[config.mk]
export PLATFORM = sky130hd
export DESIGN_NAME = bist_ora_misr
export DESIGN_NICKNAME = d
export VERILOG_FILES = /design/src/rtl/bist_ora_misr.sv
export SDC_FILE = /design/constraint.sdc
export NUM_CORES = 1
export LEC_CHECK = 0
export BUFFER_PORTS_ARGS = -buffer_cell sky130_fd_sc_hd__buf_4
export CORE_MARGIN = 2
export CORE_UTILIZATION = 30
export DETAILED_ROUTE_END_ITERATION = 8
export PLACE_DENSITY_LB_ADDON = 0.05
export SLEW_MARGIN = 20
export SYNTH_ARGS = -nofsm -noshare
export SYNTH_HDL_FRONTEND = slang
export SYNTH_SLANG_ARGS = --single-unit
export TNS_END_PERCENT = 50
[constraint.sdc]
create_clock -name clock -period 2.8 [get_ports clock]
set_input_delay 0.28 -clock clock [delete_from_list [all_inputs] [get_ports clock]]
set_output_delay 0.28 -clock clock [all_outputs]
set_load 0.005 [all_outputs]
[src/rtl/bist_ora_misr.sv]
// -----------------------------------------------------------------------------
// bist_ora_misr
//
// Output response analyser for the full-adder BIST. This block sits at the
// receiving end of the LFSR test-pattern path. It compresses each CUT response
// {cout,sum} into a multiple-input signature register (MISR). After PATTERNS
// responses have been accepted, it compares the signature with GOLDEN_SIG and
// reports done/pass/fail.
//
// Optional feature macro: ORA_TIMEOUT_EN
//   When defined, a watchdog counts idle cycles while compressing. If TIMEOUT
//   idle cycles pass with no response accepted, it ends the run as a failure.
//   When undefined, there is no watchdog logic and timeout is tied to 0.
//
// Ports
//   clock       in   1       system clock, rising edge
//   reset       in   1       asynchronous, active-high reset
//   start       in   1       one-cycle pulse: (re)arm a compression run
//   resp_valid  in   1       resp_in holds a valid CUT response this cycle
//   resp_in     in   RESP_W  CUT response, zero-extended to MISR_W
//   signature   out  MISR_W  current MISR contents
//   done        out  1       run finished; held until start/reset
//   pass        out  1       done && signature == GOLDEN_SIG
//   fail        out  1       done && (mismatch or timeout)
//   timeout     out  1       watchdog fired
// -----------------------------------------------------------------------------
module bist_ora_misr #(
    parameter int                 RESP_W     = 2,
    parameter int                 MISR_W     = 3,
    parameter logic [MISR_W-1:0]  POLY       = 3'b011,
    parameter logic [MISR_W-1:0]  SEED       = 3'b000,
    parameter int                 PATTERNS   = 7,
    parameter int                 CNT_W      = 3,
    parameter logic [MISR_W-1:0]  GOLDEN_SIG = 3'b000,
    parameter int                 TIMEOUT    = 15
) (
    input  logic              clock,
    input  logic              reset,
    input  logic              start,
    input  logic              resp_valid,
    input  logic [RESP_W-1:0] resp_in,
    output logic [MISR_W-1:0] signature,
    output logic              done,
    output logic              pass,
    output logic              fail,
    output logic              timeout
);

    typedef enum logic [1:0] {
        S_IDLE,
        S_COMPRESS,
        S_COMPARE,
        S_DONE
    } state_t;

    state_t             state;
    logic [CNT_W-1:0]   count;
    logic [CNT_W-1:0]   count_inc;
    logic [MISR_W-1:0]  resp_ext;
    logic [MISR_W-1:0]  sig_next;

    assign resp_ext  = MISR_W'(resp_in);
    assign count_inc = count + 1'b1;

    // Shift left. When the bit shifted out was 1, fold it back in through the
    // feedback taps. Then XOR the new response into the register.
    always_comb begin
        sig_next = {signature[MISR_W-2:0], 1'b0}
                 ^ (signature[MISR_W-1] ? POLY : '0)
                 ^ resp_ext;
    end

`ifdef ORA_TIMEOUT_EN
    localparam int IDLE_W = $clog2(TIMEOUT + 1);
    logic [IDLE_W-1:0] idle_cnt;
`else
    assign timeout = 1'b0;
`endif

    // NOTE: all state is updated with non-blocking assignments. Every
    // register then samples the pre-edge values, so the MISR shift and the
    // counter update see a consistent snapshot.
    // NOTE: the reset is asynchronous. An active-high reset clears the
    // outputs immediately, without waiting for a clock edge, so a run that
    // is aborted mid-way never shows a partial result.
    always_ff @(posedge clock or posedge reset) begin
        if (reset) begin
            state     <= S_IDLE;
            signature <= SEED;
            count     <= '0;
            done      <= 1'b0;
            pass      <= 1'b0;
            fail      <= 1'b0;
`ifdef ORA_TIMEOUT_EN
            timeout   <= 1'b0;
            idle_cnt  <= '0;
`endif
        end else if (start) begin
            // start overrides everything, including a response in the same cycle
            state     <= S_COMPRESS;
            signature <= SEED;
            count     <= '0;
            done      <= 1'b0;
            pass      <= 1'b0;
            fail      <= 1'b0;
`ifdef ORA_TIMEOUT_EN
            timeout   <= 1'b0;
            idle_cnt  <= '0;
`endif
        end else begin
            case (state)
                S_COMPRESS: begin
                    if (resp_valid) begin
                        signature <= sig_next;
                        count     <= count_inc;
`ifdef ORA_TIMEOUT_EN
                        idle_cnt  <= '0;
`endif
                        if (count_inc == CNT_W'(PATTERNS)) begin
                            state <= S_COMPARE;
                        end
                    end
`ifdef ORA_TIMEOUT_EN
                    else if (idle_cnt == IDLE_W'(TIMEOUT - 1)) begin
                        // The TIMEOUT-th consecutive idle cycle ends the run.
                        // The signature is left as it is.
                        timeout <= 1'b1;
                        fail    <= 1'b1;
                        pass    <= 1'b0;
                        done    <= 1'b1;
                        state   <= S_DONE;
                    end else begin
                        idle_cnt <= idle_cnt + 1'b1;
                    end
`endif
                end
                S_COMPARE: begin
                    pass  <= (signature == GOLDEN_SIG);
                    fail  <= (signature != GOLDEN_SIG);
                    done  <= 1'b1;
                    state <= S_DONE;
                end
                S_DONE: begin
                    // Results and signature are held until the next start.
                end
                default: begin
                    // IDLE: responses are ignored until the block is armed.
                end
            endcase
        end
    end

endmodule
==> metrics.md <==
| Metric | Value |
|---|---|
| Status | complete, no violations |
| Count of clock tree sinks | 11 |
| Via count | between 300 and 400 |
| Critical path startpoint category | flop |
| CTS root buf | sky130_fd_sc_hd__clkbuf_4 |
| Buffering stage count on the worst path with inverters included | 0 |
| Mean area per synthesized cell | 10.6 um^2 |
| Clock tree from TritonCTS | done |
| GPL Wtd Cong | just under 0.7 |
| Count of endpoints failing hold in the final timing report | 0 |
| Capturing point of the worst reg2reg path | state[0] |
| Post-DP HPWL | just over 700 um |
| Post-route ant nets | 0 |
| Clock-pin transition on the worst setup and hold timing paths | around 0.07 ns |
| Number of vias per cell | 4.44 |
| Synth area leader | sky130_fd_sc_hd__dfrtp_1 |
| Top-area cell type share of the netlist area | between 50 and 60% |
| Crit Reg-Reg Startpoint | count[0] |
| Total standard cell area after synthesis | 542 um^2 |
| Data arrival time of the critical path | 1.50 ns |
| Residual overflow from global routing | 0 |
| Fraction of met1 tracks used by global routing | 13.1% |
| Synthesis-to-finish area growth | 22.9% |
| Register-to-Register Path Depth | 4 |
| Number of distinct standard cells referenced by the synthesized netlist | 24 |
| Max stage delay cell, worst path | sky130_fd_sc_hd__dfrtp_1 |
| Post-synthesis register bit count | 11 |
| Final WL | a little under 1 mm |
| Leakage power | 0.335 nW |
| Met2 Use GR | 19.7% |
| Worst-case register-to-register setup slack | 1.46 ns |
| Overall fraction of global-route tracks in use | between 10% and 20% |
| Ranking of synthesized cells by instance count | 11 x sky130_fd_sc_hd__dfrtp_1, 8 x sky130_fd_sc_hd__nor2_1 |
| Initial DRC Count | 5 |
| Hold-fix buffers at CTS | 0 |
| Critical path endpoint category | flop |
| Count of unresolved DRC violations after routing | 0 |
| Cells taking the most area after synthesis | sky130_fd_sc_hd__dfrtp_1 51%, sky130_fd_sc_hd__nor2_1 5.5%, sky130_fd_sc_hd__xnor2_1 4.8% |
| Die extent in y | approximately 46 um |
| Iteration count of the initial detailed-routing pass | 2 |
| GR Layer Usage met3 | approximately 7.1% |
| Mapped Nets | a little under 60 |
| Buffer depth of the longest clock path | 2 |
| Slew Viols, Final | 0 |
| Core utilization of the finished layout | ~39% |
| Worst Path Required | around 3.0 ns |
| Average routed wire per standard cell | 11.1 um |
| Type of the worst setup path | flop to flop |
| Largest stage delay on the critical path | roughly 0.4 ns |
| Fmax | ~740 MHz |
| Clock period minus worst slack | between 1 and 1.5 ns |
| Most congested layer reported by global routing | met2 |
| Post-synthesis instance total | 51 |
| Input/output buffers | 11 |
| Power Density | about 480 nW/um^2 |
| Final-layout setup total negative slack | 0 ns |
| Post-cts sizing count | 0 |
| Effective utilization at floorplan | 31.7% |
| Clock latency reported for the late side of the worst-skew pair | ~0.26 ns |
| Width of the die | ~46 um |
| Top cell family by delay on the critical path | flip-flops |
| Number of nets at the end of the flow | approximately 70 |
| Post-route clock period utilization | 48.0% |
| Die footprint | between 2000 and 2500 um^2 |
| Antenna diodes | 0 |
| Most common cell in the netlist | sky130_fd_sc_hd__dfrtp_1 |
| First-pass GRT wire length | roughly 1.7 mm |
| RSZ-0062 raised after global routing | false |
| Number of top-level pins | 13 |
| Worst-path fanout max | 3 |
| Most used flip-flop cell after synthesis | sky130_fd_sc_hd__dfrtp_1 |
| Number of global-route vias before repair | 394 |
| # setup viols final | 0 |
| Core area | ~1700 um^2 |
| Maximum number of pins on one net before global-route repair | 12 |
| Cell breakdown of the critical path | ha_1 > xor2_1 > nand3_1 > a211o_1 |
| Clock Skews | between 0.0008 and 0.0009 ns |
| Worst vdd rail ir drop | about 340 uV |
| Share of synthesized registers carrying an async set or reset | 100% |
| Count of flip-flops with a built-in enable after synthesis | 0 |
| Max_cap viols | 0 |
| Proportion of layout cells with a drive suffix above 1 | 27.0% |
| Initial antenna violation count | 0 |
| Standard-cell row count | 15 |
| Tightest Hold Check Type | input pin to asynchronous set/reset pin |
| H-tree depth | 1 |
| Share of synthesized area occupied by flip-flops and latches | 50.8% |
| Number of buffers created by CTS | 3 |
| Post-CTS Setup Repair Bufs | 0 |
| Number of warnings printed during yosys synthesis | 0 |
-- worst register-to-register path, cell delays in order (launching register included) --
cell and delay [ns]:
sky130_fd_sc_hd__dfrtp_1 0.40, sky130_fd_sc_hd__ha_1 0.24, sky130_fd_sc_hd__xor2_1 0.20, sky130_fd_sc_hd__nand3_1 0.10, sky130_fd_sc_hd__a211o_1 0.29
-- per-layer routing --
layer / vias to the layer above / share of wire [%]
li1: 195 / -
met3: 0 / 6.6
met1: 184 / 46
met4: 0 / 0
met2: 12 / 47
met5: - / 0
-- per-stage QoR --
stage          total power [mW]  cell area, um^2  instances  worst slack (ns)  hold WS, ns
3_3_place_gp              0.218              639         84              1.47        0.321
4_1_cts                   0.330              666         88              1.47       0.0213
5_1_grt                   0.346              666         88              1.38       0.0404
6_report                  0.322              666         88              1.46       0.0137
2_1_floorplan             0.202              542         51              1.55        0.132
3_5_place_dp              0.217              639         84              1.49        0.324
-- kinds of logic (layout without fill, tap and decap cells) --
group	Yosys count	in the layout	share of synthesized area, %
DFF	11	11	50.8
adders and majority gates	2	2	4.62
muxes	1	1	1.85
and+or+nand+nor	17	17	16.6
other	1	1	0.692
buffers and inverters	6	18	5.08
AOI/OAI and AO/OA	7	7	10.6
xor gates and xnor gates	6	6	9.70
-- cells in the final DEF (no fill, tap or decap) --
master                     count
sky130_fd_sc_hd__nand2_1       3
sky130_fd_sc_hd__a21oi_2       1
sky130_fd_sc_hd__mux2i_1       1
sky130_fd_sc_hd__a211oi_1      2
sky130_fd_sc_hd__o211a_1       1
sky130_fd_sc_hd__nand2b_1      1
sky130_fd_sc_hd__dfrtp_1      11
sky130_fd_sc_hd__clkbuf_1      1
sky130_fd_sc_hd__nor2_1        8
sky130_fd_sc_hd__xor2_1        3
sky130_fd_sc_hd__a41oi_1       1
sky130_fd_sc_hd__clkbuf_4      3
sky130_fd_sc_hd__and3b_1       1
sky130_fd_sc_hd__xnor2_1       3
sky130_fd_sc_hd__nand4b_1      1
sky130_fd_sc_hd__nand3_1       1
sky130_fd_sc_hd__a211o_1       1
sky130_fd_sc_hd__inv_1         3
sky130_fd_sc_hd__and2b_2       1
sky130_fd_sc_hd__buf_4        11
sky130_fd_sc_hd__ha_1          2
sky130_fd_sc_hd__or4_4         1
sky130_fd_sc_hd__o22ai_1       1
sky130_fd_sc_hd__conb_1        1
-- layout make-up --
cell class / instances / area (um^2)
flip-flops and latches: 11 / 275
fillers: 179 / 1040
clock buffers: 4 / 26.3
multi-input cells: 34 / 239
repair buffers: 11 / 82.6
well taps: 25 / 31.3
inverters: 3 / 11.3
-- flip-flops by register name (all words and copies together), names as in the netlist --
register / flops
count: 3
done: 1
fail: 1
pass: 1
signature: 3
state: 2
-- worst max-delay path by stage --
| stage | start | to | slack (ns) | cells past startpoint |
|---|---|---|---|---|
| 4_1_cts | count[0] | state[0] | 1.47 | 4 |
| 6_report | count[0] | state[0] | 1.46 | 4 |
| 2_1_floorplan | count[0] | state[0] | 1.55 | 4 |
| 3_5_place_dp | count[0] | state[0] | 1.49 | 4 |
| 3_3_place_gp | count[0] | state[0] | 1.47 | 4 |
| 5_1_grt | count[0] | state[0] | 1.38 | 4 |
-- power by group --
| group | switching [mW] | leakage (nW) | internal [mW] |
|---|---|---|---|
| Clock | 0.0533 | 0.0150 | 0.0551 |
| Combinational | 0.0200 | 0.176 | 0.0205 |
| Sequential | 0.00719 | 0.145 | 0.166 |
(Power assumes the default switching activity.)
